## src/rtl/bram_rd_arbiter_if.sv

```systemverilog
// ----------------------------------------------------------------------------
// bram_rd_arbiter_if
// Purpose : bundles the requester handshake, response and BRAM read-port
//           signals of bram_rd_arbiter.
// Signals : req_valid/req_addr/req_ready  requester read handshake
//           rsp_valid/rsp_data/rsp_err    one-hot response strobe + shared word
//           bram_ena/bram_addr/bram_dout  BRAM port A (ena, addra, douta)
//           grant_cnt                     accepted-request counter
// Modports: slave  - arbiter side
//           master - requesters + BRAM side
// ----------------------------------------------------------------------------
interface bram_rd_arbiter_if #(
    parameter int unsigned NUM_REQ    = 4,
    parameter int unsigned ADDR_WIDTH = 32,
    parameter int unsigned DATA_WIDTH = 32
);
    logic [NUM_REQ-1:0]            req_valid;
    logic [NUM_REQ*ADDR_WIDTH-1:0] req_addr;
    logic [NUM_REQ-1:0]            req_ready;
    logic [NUM_REQ-1:0]            rsp_valid;
    logic [DATA_WIDTH-1:0]         rsp_data;
    logic                          rsp_err;
    logic                          bram_ena;
    logic [ADDR_WIDTH-1:0]         bram_addr;
    logic [DATA_WIDTH-1:0]         bram_dout;
    logic [31:0]                   grant_cnt;

    modport slave (
        input  req_valid, req_addr, bram_dout,
        output req_ready, rsp_valid, rsp_data, rsp_err, bram_ena, bram_addr, grant_cnt
    );

    modport master (
        output req_valid, req_addr, bram_dout,
        input  req_ready, rsp_valid, rsp_data, rsp_err, bram_ena, bram_addr, grant_cnt
    );
endinterface

```

## src/rtl/bram_rd_arbiter.sv

```systemverilog
// ----------------------------------------------------------------------------
// bram_rd_arbiter
// Purpose : round-robin arbiter sharing one synchronous BRAM read port among
//           NUM_REQ requesters; routes each returned word to its issuer, flags
//           out-of-range addresses and counts grants.
// Ports   : clka   - clock shared with the BRAM
//           rsta_n - synchronous active-low reset
//           bus    - bram_rd_arbiter_if.slave (requests, responses, BRAM port,
//                    grant counter)
// Option  : BRAM_ARB_OUTREG_EN - adds one register stage on rsp_valid,
//           rsp_data and rsp_err (read latency 2 instead of 1).
// ----------------------------------------------------------------------------
module bram_rd_arbiter #(
    parameter int unsigned NUM_REQ    = 4,
    parameter int unsigned ADDR_WIDTH = 32,
    parameter int unsigned DATA_WIDTH = 32,
    parameter int unsigned DEPTH      = 16384
) (
    input logic              clka,
    input logic              rsta_n,
    bram_rd_arbiter_if.slave bus
);
    localparam int unsigned PTR_W = (NUM_REQ > 1) ? $clog2(NUM_REQ) : 1;
    localparam int unsigned CNT_W = 32;

    logic [PTR_W-1:0]      r_rr_ptr;
    logic [NUM_REQ-1:0]    r_tag_q;
    logic                  r_err_q;
    logic [CNT_W-1:0]      r_grant_cnt;

    logic [NUM_REQ-1:0]    w_grant;
    logic [PTR_W-1:0]      w_gidx;
    logic [PTR_W-1:0]      w_k;
    logic                  w_found;
    logic [ADDR_WIDTH-1:0] w_gaddr;
    logic                  w_in_range;
    logic [NUM_REQ-1:0]    w_rsp_valid;
    logic [DATA_WIDTH-1:0] w_rsp_data;
    logic                  w_rsp_err;
    logic [NUM_REQ-1:0]    w_out_valid;
    logic [DATA_WIDTH-1:0] w_out_data;
    logic                  w_out_err;

    // Round-robin pick: first valid index scanning from r_rr_ptr; nothing granted in reset.
    always_comb begin : rr_pick
        w_grant = '0;
        w_gidx  = '0;
        w_found = 1'b0;
        w_k     = '0;
        for (int j = 0; j < int'(NUM_REQ); j++) begin
            w_k = PTR_W'((32'(r_rr_ptr) + 32'(j)) % NUM_REQ);
            if (!w_found && rsta_n && bus.req_valid[w_k]) begin
                w_found      = 1'b1;
                w_grant[w_k] = 1'b1;
                w_gidx       = w_k;
            end
        end
    end

    // Address of the granted requester (one-hot OR mux).
    always_comb begin : addr_mux
        w_gaddr = '0;
        for (int i = 0; i < int'(NUM_REQ); i++) begin
            if (w_grant[i]) begin
                w_gaddr = bus.req_addr[i*ADDR_WIDTH +: ADDR_WIDTH];
            end
        end
    end

    assign w_in_range    = (w_gaddr < ADDR_WIDTH'(DEPTH));
    assign bus.req_ready = w_grant;
    assign bus.bram_ena  = w_found & w_in_range;
    assign bus.bram_addr = (w_found && w_in_range) ? w_gaddr : '0;
    assign bus.grant_cnt = r_grant_cnt;

    // Pointer, in-flight tag/err pipeline and grant counter.
    always_ff @(posedge clka) begin : arb_state
        if (!rsta_n) begin
            r_rr_ptr    <= '0;
            r_tag_q     <= '0;
            r_err_q     <= 1'b0;
            r_grant_cnt <= '0;
        end else begin
            r_tag_q <= w_grant;
            r_err_q <= w_found & ~w_in_range;
            if (w_found) begin
                r_rr_ptr    <= (32'(w_gidx) == NUM_REQ - 1) ? '0 : w_gidx + PTR_W'(1);
                r_grant_cnt <= r_grant_cnt + CNT_W'(1);
            end
        end
    end

    // Out-of-range reads never touched the BRAM, so their word is forced to zero.
    assign w_rsp_valid = r_tag_q;
    assign w_rsp_err   = r_err_q;
    assign w_rsp_data  = (|r_tag_q && !r_err_q) ? bus.bram_dout : '0;

`ifdef BRAM_ARB_OUTREG_EN
    logic [NUM_REQ-1:0]    r_rsp_valid;
    logic [DATA_WIDTH-1:0] r_rsp_data;
    logic                  r_rsp_err;

    // Extra response register stage.
    always_ff @(posedge clka) begin : rsp_outreg
        if (!rsta_n) begin
            r_rsp_valid <= '0;
            r_rsp_data  <= '0;
            r_rsp_err   <= 1'b0;
        end else begin
            r_rsp_valid <= w_rsp_valid;
            r_rsp_data  <= w_rsp_data;
            r_rsp_err   <= w_rsp_err;
        end
    end

    assign w_out_valid = r_rsp_valid;
    assign w_out_data  = r_rsp_data;
    assign w_out_err   = r_rsp_err;
`else
    assign w_out_valid = w_rsp_valid;
    assign w_out_data  = w_rsp_data;
    assign w_out_err   = w_rsp_err;
`endif

    // Masked while rsta_n is low so an in-flight response never appears once reset is asserted.
    assign bus.rsp_valid = w_out_valid & {NUM_REQ{rsta_n}};
    assign bus.rsp_data  = w_out_data & {DATA_WIDTH{rsta_n}};
    assign bus.rsp_err   = w_out_err & rsta_n;

endmodule

```

## src/flat_wrapper.sv

```systemverilog
// flat-port wrapper written by rule: the top's interface ports become plain ports
module bram_rd_arbiter_flat 
#(
    parameter int unsigned NUM_REQ    = 4,
    parameter int unsigned ADDR_WIDTH = 32,
    parameter int unsigned DATA_WIDTH = 32,
    parameter int unsigned DEPTH      = 16384
)
  (clka, rsta_n, bus_req_valid, bus_req_addr, bus_bram_dout, bus_req_ready, bus_rsp_valid, bus_rsp_data, bus_rsp_err, bus_bram_ena, bus_bram_addr, bus_grant_cnt);
  bram_rd_arbiter_if #(.NUM_REQ(NUM_REQ), .ADDR_WIDTH(ADDR_WIDTH), .DATA_WIDTH(DATA_WIDTH)) bus_i ();
  input logic clka;
  input logic rsta_n;
  input wire logic [$bits(bus_i.req_valid)-1:0] bus_req_valid;
  input wire logic [$bits(bus_i.req_addr)-1:0] bus_req_addr;
  input wire logic [$bits(bus_i.bram_dout)-1:0] bus_bram_dout;
  output wire logic [$bits(bus_i.req_ready)-1:0] bus_req_ready;
  output wire logic [$bits(bus_i.rsp_valid)-1:0] bus_rsp_valid;
  output wire logic [$bits(bus_i.rsp_data)-1:0] bus_rsp_data;
  output wire logic [$bits(bus_i.rsp_err)-1:0] bus_rsp_err;
  output wire logic [$bits(bus_i.bram_ena)-1:0] bus_bram_ena;
  output wire logic [$bits(bus_i.bram_addr)-1:0] bus_bram_addr;
  output wire logic [$bits(bus_i.grant_cnt)-1:0] bus_grant_cnt;
  assign bus_i.req_valid = bus_req_valid;
  assign bus_i.req_addr = bus_req_addr;
  assign bus_i.bram_dout = bus_bram_dout;
  assign bus_req_ready = bus_i.req_ready;
  assign bus_rsp_valid = bus_i.rsp_valid;
  assign bus_rsp_data = bus_i.rsp_data;
  assign bus_rsp_err = bus_i.rsp_err;
  assign bus_bram_ena = bus_i.bram_ena;
  assign bus_bram_addr = bus_i.bram_addr;
  assign bus_grant_cnt = bus_i.grant_cnt;
  bram_rd_arbiter #(.NUM_REQ(NUM_REQ), .ADDR_WIDTH(ADDR_WIDTH), .DATA_WIDTH(DATA_WIDTH), .DEPTH(DEPTH)) u_core (.clka(clka), .rsta_n(rsta_n), .bus(bus_i));
endmodule
```

## config.mk

```make
export PLATFORM = sky130hd
export DESIGN_NAME = bram_rd_arbiter_flat
export DESIGN_NICKNAME = d
export VERILOG_FILES = /design/src/rtl/bram_rd_arbiter_if.sv /design/src/rtl/bram_rd_arbiter.sv /design/src/flat_wrapper.sv
export SDC_FILE = /design/constraint.sdc
export NUM_CORES = 1
export LEC_CHECK = 0
export CAP_MARGIN = 20
export CORE_MARGIN = 5
export CORE_UTILIZATION = 39
export CTS_BUF_LIST = sky130_fd_sc_hd__clkbuf_4 sky130_fd_sc_hd__clkbuf_8
export DETAILED_ROUTE_END_ITERATION = 6
export MAX_ROUTING_LAYER = met4
export PLACE_DENSITY_LB_ADDON = 0.3
export SKIP_CTS_REPAIR_TIMING = 1
export SLEW_MARGIN = 10
export SYNTH_ARGS = -nofsm -noshare
export SYNTH_HDL_FRONTEND = slang
export SYNTH_SLANG_ARGS = --single-unit
```

## constraint.sdc

```tcl
create_clock -name clka -period 7.8 [get_ports clka]
set_clock_uncertainty 0.05 [all_clocks]
set_input_delay 1.17 -clock clka [delete_from_list [all_inputs] [get_ports clka]]
set_output_delay 1.17 -clock clka [all_outputs]
set_load 0.02 [all_outputs]
```

Word level (Yosys, flattened, before mapping)
Index checks and enable logic that the tools add are counted.

word-level totals
  logic and storage cells = 81
  flip-flop bits (word level) = 39

operators by class
  $lt $le $gt $ge = 9
  reduce and logical (&&, ||, !) cells = 18
  eq/ne operators = 1
  $add $sub $neg = 5
  bitwise gates (word level) = 9
  muxes and demuxes = 35

operators with widths
  kind                                                                                 count
  32-bit two-way mux                                                                   6
  32-bit by 1-bit adder with 32-bit output, second input constant                      1
  32-bit bitwise AND                                                                   1
  32-bit by 15-bit less-than comparator with 1-bit output, second input constant       1
  4-bit two-way mux                                                                    4
  1-bit logical AND                                                                    13
  2-bit by 3-bit less-than comparator with 1-bit output, second input constant         4
  1-bit two-way mux                                                                    12
  4-bit OR                                                                             3
  2-bit two-way mux                                                                    5
  1-bit binary-select mux with 2-bit select                                            4
  1-bit demux with 2-bit select                                                        4
  2-bit by 1-bit greater-or-equal comparator with 1-bit output, second input constant  4
  2-bit by 1-bit adder with 2-bit output, second input constant                        2
  2-bit adder, second input constant                                                   2
  4-bit bitwise AND                                                                    1
  1-bit logical NOT                                                                    4
  4-bit OR reduction                                                                   1
  1-bit bitwise AND                                                                    3
  2-bit equality test, second input constant                                           1
  1-bit inverter                                                                       1

Longest topological paths before layout
Gate-level depths: netlist of the first run.

  depth in word-level cells = 23
  mapped depth = 15
  mapped depth without buffers = 11

Worst setup path before layout of the first run
Ideal clock, no wire load.

  path type = input port to output port
  start = in bus_req_valid[0]
  end = out bus_bram_ena
  arrival = 4.140 ns
  path slack = 2.440 ns
  cell stages on the path = 12
  required time = 6.580 ns
  cells stage by stage = buf_6 > mux4_2 > buf_6 > nor2b_4 > nor3_1 > nor3_1 > clkinv_1 > a211o_1 > o21ai_1 > nand3_2 > buf_2 > nor4b_1

between the ends
  cells in the longest elaborated chain, start to end = 22

ends and longest elaborated chain
  element                                                  RTL line               RTL
  start, declared                                          flat_wrapper.sv:13     input wire logic [$bits(bus_i.req_valid)-1:0] bus_req_valid;
  1-bit binary-select mux with 2-bit select                bram_rd_arbiter.sv:52  if (!w_found && rsta_n && bus.req_valid[w_k]) begin
  1-bit two-way mux (not written as such)                  bram_rd_arbiter.sv:52
  1-bit logical AND                                        bram_rd_arbiter.sv:52
  1-bit two-way mux                                        bram_rd_arbiter.sv:52
  1-bit logical NOT                                        bram_rd_arbiter.sv:52
  1-bit logical AND (2 in a row)                           bram_rd_arbiter.sv:52
  1-bit two-way mux                                        bram_rd_arbiter.sv:52
  1-bit logical NOT                                        bram_rd_arbiter.sv:52
  1-bit logical AND (2 in a row)                           bram_rd_arbiter.sv:52
  1-bit two-way mux                                        bram_rd_arbiter.sv:52
  1-bit logical NOT                                        bram_rd_arbiter.sv:52
  1-bit logical AND (2 in a row)                           bram_rd_arbiter.sv:52
  4-bit two-way mux                                        bram_rd_arbiter.sv:52
  32-bit two-way mux (4 in a row)                          bram_rd_arbiter.sv:64  if (w_grant[i]) begin
  32-bit by 15-bit less-than comparator with 1-bit output  bram_rd_arbiter.sv:70  assign w_in_range = (w_gaddr < ADDR_WIDTH'(DEPTH));
  1-bit bitwise AND (*)                                    bram_rd_arbiter.sv:72  assign bus.bram_ena = w_found & w_in_range;
  end, declared                                            flat_wrapper.sv:20     output wire logic [$bits(bus_i.bram_ena)-1:0] bus_bram_ena;

Every way passes the cells marked *; elsewhere a longest branch is shown, timed or not. The select of a mux whose other input is x is not followed.

Worst setup path after layout of the first run
  start = in bus_req_valid[3]
  end = out bus_bram_addr[7]

between the ends
  cells in the longest elaborated chain, start to end = 23

ends and longest elaborated chain
  element                                                  RTL line               RTL
  1-bit binary-select mux with 2-bit select                bram_rd_arbiter.sv:52
  1-bit two-way mux (not written as such)                  bram_rd_arbiter.sv:52
  1-bit logical AND                                        bram_rd_arbiter.sv:52
  1-bit two-way mux                                        bram_rd_arbiter.sv:52
  1-bit logical NOT                                        bram_rd_arbiter.sv:52
  1-bit logical AND (2 in a row)                           bram_rd_arbiter.sv:52
  1-bit two-way mux                                        bram_rd_arbiter.sv:52
  1-bit logical NOT                                        bram_rd_arbiter.sv:52
  1-bit logical AND (2 in a row)                           bram_rd_arbiter.sv:52
  1-bit two-way mux                                        bram_rd_arbiter.sv:52
  1-bit logical NOT                                        bram_rd_arbiter.sv:52
  1-bit logical AND (2 in a row)                           bram_rd_arbiter.sv:52
  4-bit two-way mux                                        bram_rd_arbiter.sv:52
  32-bit two-way mux (4 in a row)                          bram_rd_arbiter.sv:64
  32-bit by 15-bit less-than comparator with 1-bit output  bram_rd_arbiter.sv:70
  1-bit logical AND                                        bram_rd_arbiter.sv:73  assign bus.bram_addr = (w_found && w_in_range) ? w_gaddr : '0;
  32-bit two-way mux (*)                                   bram_rd_arbiter.sv:73
  end, declared                                            flat_wrapper.sv:21     output wire logic [$bits(bus_i.bram_addr)-1:0] bus_bram_addr;

Marks and branches as above.

==> results of run 1 <==
[worst register-to-register path: cells and delay by family, from the launching register on]
family	cells	cell delay [ns]
AND/OR/NAND/NOR	5	1.21
AO/OA/AOI/OAI	2	0.96
flip-flops	1	0.72
buffers and inverters	2	0.69
adder cells (fa/ha/maj)	1	0.61
multiplexers	1	0.57
[power by group through the flow]
stage | clock, mW | combinational [mW] | sequential [mW]
after floorplan | 0 | 0.323 | 0.223
after global placement | 0 | 0.500 | 0.224
after detailed placement | 0 | 0.509 | 0.225
after CTS | 0.155 | 0.511 | 0.220
after global routing | 0.164 | 0.553 | 0.222
final | 0.151 | 0.513 | 0.220
[per-layer routing]
layer  track usage (%)  vias up  share of wire, %
met4              6.94        0               2.9
met1              27.4     2024                38
li1                  -     2136                 -
met2              43.9      205                52
met3              4.26       26               6.9
met5                 -        -                 0
[synthesized netlist by cell type, types with 4 or more instances]
master | n | area [um2]
and2_1 | 60 | 375
dfxtp_1 | 39 | 781
o21ai_0 | 27 | 135
nand2_1 | 22 | 82.6
buf_4 | 19 | 143
nand3_1 | 19 | 95.1
clkbuf_1 | 18 | 67.6
inv_1 | 18 | 67.6
a221oi_1 | 16 | 140
nor2_1 | 16 | 60.1
a2bb2oi_1 | 14 | 123
nor4_1 | 14 | 87.6
xor2_1 | 13 | 114
xnor2_1 | 12 | 105
nor3_1 | 10 | 50.1
nor4_2 | 10 | 125
or3_1 | 10 | 62.6
and3_1 | 8 | 50.1
ha_1 | 8 | 100
nor2b_1 | 8 | 50.1
a21boi_0 | 7 | 52.6
nand2b_1 | 7 | 43.8
a21oi_1 | 6 | 30.0
buf_2 | 6 | 30.0
mux2i_1 | 5 | 50.1
nand4_1 | 5 | 31.3
o31ai_1 | 5 | 37.5
nor3_2 | 4 | 40.0
or2_2 | 4 | 25.0
[path summary, 6_finish.rpt]
| path | from | endpoint | slack, ns |
|---|---|---|---|
| worst max register to register | register | u_core.r_err_q | 2.89 |
| worst min register to register | u_core.bus.grant_cnt[17] | u_core.bus.grant_cnt[17] | 0.46 |
| worst max-delay path | bus_req_valid[3] | bus_bram_addr[7] | 0.86 |
| worst min-delay path | u_core.bus.grant_cnt[17] | u_core.bus.grant_cnt[17] | 0.46 |
[sequential cells by signal, summed over array words and instances, names as in the netlist, named ones only]
name,flops
u_core.bus.grant_cnt,32
u_core.r_tag_q,4
u_core.r_err_q,1
u_core.r_rr_ptr,1
[kinds of logic (layout without fill, tap and decap cells)]
group | count (synthesis) | after routing
other | 1 | 18
AO/OA/AOI/OAI | 104 | 104
buffers and inverters | 68 | 288
flip-flops | 39 | 39
multiplexers | 10 | 10
AND/OR/NAND/NOR | 210 | 210
XOR/XNOR | 25 | 25
adder cells (fa/ha/maj) | 8 | 8
[through the flow]
stage	area [um2]	setup WS [ns]	util, %	hold slack, ns	power, mW
after floorplan	3750	2.44	-	0.522	0.547
after global placement	6220	1.04	67.4	0.438	0.724
after detailed placement	6220	0.912	67.4	0.457	0.734
after CTS	6330	0.922	68.5	0.464	0.886
after global routing	6330	0.544	68.5	0.492	0.939
final	6330	0.856	68.5	0.456	0.884
[cell type report]
class	count	area share, %
multi-input cells	375	41.5
inverters	21	1.25
well taps	129	2.55
flip-flops and latches	39	12.3
clock buffers	8	1.64
repair buffers	259	40.7
==> metrics.csv, run 1 <==
stage;metric;value;unit
outcome;outcome;finished, final reports clean;
logic_synthesis;post-synthesis mux area share;3.80;%
worst_setup_path;most frequent CP cell;clkdlybuf4s50_1;
route;DRT iter0 DRCs;250;
worst_setup_path;crit-path max FO;26;
placement;port bufs;253;
logic_synthesis;register area share after synthesis;21.2;%
pwr;Reg power frac;24.9;%
hold_path;HP Class;register to register;
logic_synthesis;combinational family with the most area after synthesis;simple AND/OR/NAND/NOR gates;
final_layout;Reg area;781;um2
sta;max-slew violations;0;
logic_synthesis;top_reg_cell synth;dfxtp_1;
worst_setup_path;Worst Reg-to-Reg Cells;11;
cts;CTS Buffer Depth;2;
logic_synthesis;post-synthesis async set-or-reset flop share;0;%
sta;Sum Neg Setup Slack;0;ns
worst_setup_path;worst path bufs/invs;4;
route;Post-DRT Antenna Nets;0;
placement;Detailed Place HPWL;12.2;mm
grt;grt ovf;0;
worst_setup_path;crit path launch type;primary input;
placement;placed instance count;823;
cts;TritonCTS clock tree;yes;
worst_setup_path;Worst Path Required;6.58;ns
hold_path;Hold Path Depth;2;
final_layout;share of layout cells above drive strength 1;6.70;%
cts;Clk Latency, worst-skew pair;0.28;ns
grt;antenna violations before repair;0;
pwr;pwr dens;140;nW/um2
cts;htree depth;2;
pwr;Pint;534;uW
cts;clock sinks;39;
final_layout;fin cells;831;
final_layout;diode count;0;
logic_synthesis;Yosys warning total;0;
sta;Final Hold Viols;0;
logic_synthesis;synthesized cell area;3690;um2
route;Post-Route WL;14.5;mm
sta;final setup vio count;0;
route;DRT Pass-1 Iters;5;
placement;Placer Congestion;0.901;
pwr;switching share of power;39.5;%
worst_setup_path;worst path arrival time;5.72;ns
worst_setup_path;Largest delay share family, worst path;buffers and inverters;
worst_setup_path;cell-by-cell trace of the critical path;clkdlybuf4s50_1 -> mux4_2 -> nor2b_4 -> nor3_2 -> nor3_4 -> buf_4 -> inv_1 -> a32oi_1 -> o211ai_1 -> o41a_1 -> nor4_2 -> clkdlybuf4s50_1;
pwr;Static Leak;2.33;nW
die;core box area;9240;um2
logic_synthesis;Syn Area/Cell;7.93;um2
die;Initial Util;39.9;%
worst_setup_path;Critical Path End Type;output port;
sta;Tmin final;6.94;ns
route;Via Count;4391;
logic_synthesis;count of cell types in the netlist;67;
pwr;maximum VDD drop;107;uV
final_layout;most common cell after layout, fill and taps aside;clkdlybuf4s50_1;
route;Via density;5.28;
pwr;Logic pwr share;58.0;%
die;Die Span Y;107;um
logic_synthesis;Synth Instances;465;
cts;CTS root buf;clkbuf_8;
final_layout;Area Growth Syn to Fin;71.5;%
cts;Inserted Clock Buffers;5;
grt;global-route usage over all layers;24.3;%
logic_synthesis;post-synthesis compound-gate area fraction;21.2;%
route;drt wl/cell;17.4;um
grt;global-route wire length before repair;21.9;mm
worst_setup_path;Crit path largest cell delay;0.73;ns
sta;measured slew at the worst slew-check pin;0.856;ns
grt;vias in the first global route;4385;
final_layout;area of the multi-input gates;2630;um2
logic_synthesis;Post-Synth Adder-Cell Area;2.71;%
sta;fin crit share;89.0;%
worst_setup_path;CP Class;primary input to output port;
cts;clock transition at the registers of the reported paths;0.07;ns
die;IO Pins;272;
pwr;clock network power share;17.1;%
worst_setup_path;CP Depth;12;
pwr;Net Switching;349;uW
final_layout;Final nets;875;
die;num rows;35;
logic_synthesis;Post-synth EDFFs;0;
sta;fmax;144;MHz
sta;Rel. slew slack;43.0;%
die;Die ar.;11500;um2
logic_synthesis;Synth Area in XOR/XNOR;5.94;%
final_layout;commonest cells after routing, fill and taps aside;clkdlybuf4s50_1 (253), and2_1 (60), dfxtp_1 (39);
route;DRC violations left;0;
run;max-cap check violation count;0;
grt;largest net degree at the start of global routing;54;
die;DIE WIDTH;107;um
logic_synthesis;simple-gate share of the synthesized area;35.4;%
worst_setup_path;slowest CP cell;o41a_1;
final_layout;Filler cells;719;
sta;RSZ-0062 raised after global routing;false;
logic_synthesis;#FFs+latches synth;39;
(Power assumes the default switching activity.)
==> run 2, diff against run 1 <==
PLACE_DENSITY = 0.95   (was default)
PLACE_DENSITY_LB_ADDON = default   (was 0.3)
==> metrics.csv, run 2 (synthesis gave the netlist of run 1 again) <==
stage;metric;value;unit;change
hold_path;Hold Path Depth;2;;unchanged
die;core box area;9240;um2;unchanged
hold_path;hold path endpoint;u_core.bus.grant_cnt[17];;
cts;Inserted Clock Buffers;5;;unchanged
grt;grt ovf;0;;unchanged
cts;htree depth;2;;unchanged
final_layout;Filler cells;728;;+1.3%
cts;CTS Buffer Depth;2;;unchanged
grt;largest net degree at the start of global routing;40;;-26%
cts;clock sinks;39;;unchanged
worst_setup_path;CP Class;primary input to output port;;
die;Die Span Y;107;um;unchanged
sta;fmax;143;MHz;-0.54%
route;DRT Pass-1 Iters;4;;-1
pwr;pwr dens;138;nW/um2;-1.5%
route;Via density;5.32;;+0.77%
cts;TritonCTS clock tree;yes;;
final_layout;share of layout cells above drive strength 1;6.70;%;unchanged
route;drt wl/cell;18.6;um;+6.5%
cts;Clk Latency, worst-skew pair;0.29;ns;about the same
placement;port bufs;253;;unchanged
worst_setup_path;Critical Path End Type;output port;;
sta;final setup vio count;0;;unchanged
sta;measured slew at the worst slew-check pin;0.869;ns;+0.0137 ns
route;DRC violations left;0;;unchanged
worst_setup_path;Worst Reg-to-Reg Cells;12;;+1
final_layout;commonest cells after routing, fill and taps aside;clkdlybuf4s50_1 (253), and2_1 (60), dfxtp_1 (39);;
sta;final setup margin;0.818;ns;-0.0376 ns
route;Post-DRT Antenna Nets;0;;unchanged
grt;vias in the first global route;4603;;+5.0%
placement;placed instance count;823;;unchanged
pwr;maximum VDD drop;115;uV;+7.3%
sta;Tmin final;6.98;ns;+0.0376 ns
sta;Final Hold Viols;0;;unchanged
worst_setup_path;crit-path max FO;26;;unchanged
route;Via Count;4425;;+0.77%
final_layout;most common cell after layout, fill and taps aside;clkdlybuf4s50_1;;
sta;final hold slack;0.466;ns;+0.0107 ns
sta;fin crit share;89.5;%;+0.48 points
die;DIE WIDTH;107;um;unchanged
pwr;Static Leak;2.32;nW;-0.31%
final_layout;Final nets;875;;unchanged
die;num rows;35;;unchanged
sta;Rel. slew slack;42.0;%;-0.91 points
placement;Placer Congestion;0.966;;+7.3%
route;Post-Route WL;15.4;mm;+6.5%
worst_setup_path;crit path launch type;primary input;;
cts;CTS root buf;clkbuf_8;;
worst_setup_path;worst path arrival time;5.76;ns;+0.04 ns
worst_setup_path;worst reg2reg endpoint;u_core.r_err_q;;
die;Die ar.;11500;um2;unchanged
outcome;outcome;finished, final reports clean;;
worst_setup_path;Worst Path Required;6.58;ns;about the same
sta;max-slew violations;0;;unchanged
placement;Detailed Place HPWL;12.9;mm;+6.3%
placement;Post-Place Setup Slack;0.878;ns;-0.0331 ns
die;IO Pins;272;;unchanged
final_layout;diode count;0;;unchanged
hold_path;Hold Startpoint;u_core.bus.grant_cnt[17];;
final_layout;Largest register FFs;32;;unchanged
sta;Sum Neg Setup Slack;0;ns;unchanged
worst_setup_path;R2R setup slack;2.84;ns;-0.05 ns
final_layout;Final Util;68.3;%;-0.22 points
hold_path;HP Class;register to register;;
sta;RSZ-0062 raised after global routing;false;;
run;max-cap check violation count;0;;unchanged
final_layout;fin cells;831;;unchanged
die;Initial Util;39.9;%;unchanged
grt;global-route wire length before repair;23.3;mm;+6.5%
route;DRT iter0 DRCs;249;;-0.40%
grt;antenna violations before repair;0;;unchanged
final_layout;Area Growth Syn to Fin;71.0;%;
grt;global-route usage over all layers;25.8;%;+1.5 points
cts;clock transition at the registers of the reported paths;0.07;ns;about the same
==> run 2: cell types whose count changed in the layout (fill, tap and decap cells not counted), sizes merged <==
cell / previous run / this run
clkinv: 1 / 4
clkbuf: 8 / 5
==> run 2: final cells by class <==
type | count | area [um2] | share of cell area (%)
multi-input cells | 375 | 2630 | 41.6
well taps | 129 | 161 | 2.56
clock inverters | 3 | 15.0 | 0.238
repair buffers | 259 | 2580 | 40.9
flip-flops and latches | 39 | 781 | 12.4
inverters | 21 | 78.8 | 1.25
clock buffers | 5 | 68.8 | 1.09
==> run 2: per-stage QoR <==
| step | cell area [um2] | total power, mW |
|---|---|---|
| 2_1_floorplan | 3750 | 0.547 |
| 3_5_place_dp | 6220 | 0.740 |
| 4_1_cts | 6310 | 0.870 |
| 3_3_place_gp | 6220 | 0.726 |
| 5_1_grt | 6310 | 0.924 |
| 6_report | 6310 | 0.868 |
==> run 2: worst max-delay path, stage by stage <==
cell	delay, ns
clkdlybuf4s50_1	0.57
mux4_2	0.67
nor2b_4	0.21
nor3_2	0.09
nor3_4	0.15
buf_4	0.27
inv_1	0.34
a32oi_1	0.30
o211ai_1	0.12
o41a_1	0.73
nor4b_1	0.45
clkdlybuf4s50_1	0.68
==> run 2: per-layer routing <==
metal  up-vias  share of wire [%]  GRT usage (%)
met5         -                  0              -
met4         0                2.5           6.48
met3        29                6.6           3.54
met2       222                 52           47.8
met1      2041                 39           29.1
li1       2133                  -              -
==> run 2: worst max-delay path by stage <==
stage                               to  slack (ns)              from
after floorplan           bus_bram_ena        2.44  bus_req_valid[0]
final                     bus_bram_ena        0.82  bus_req_valid[3]
after global placement    bus_bram_ena        1.10  bus_req_valid[3]
after global routing      bus_bram_ena        0.36          register
after detailed placement  bus_bram_ena        0.88  bus_req_valid[3]
after CTS                 bus_bram_ena        0.85  bus_req_valid[3]
==> run 2: report_power, final <==
part / switching, mW / leakage [nW] / total [mW] / internal [mW]
Clock: 0.0682 / 0.0477 / 0.129 / 0.0612
Combinational: 0.276 / 1.96 / 0.517 / 0.241
Sequential: 0.0128 / 0.316 / 0.222 / 0.209
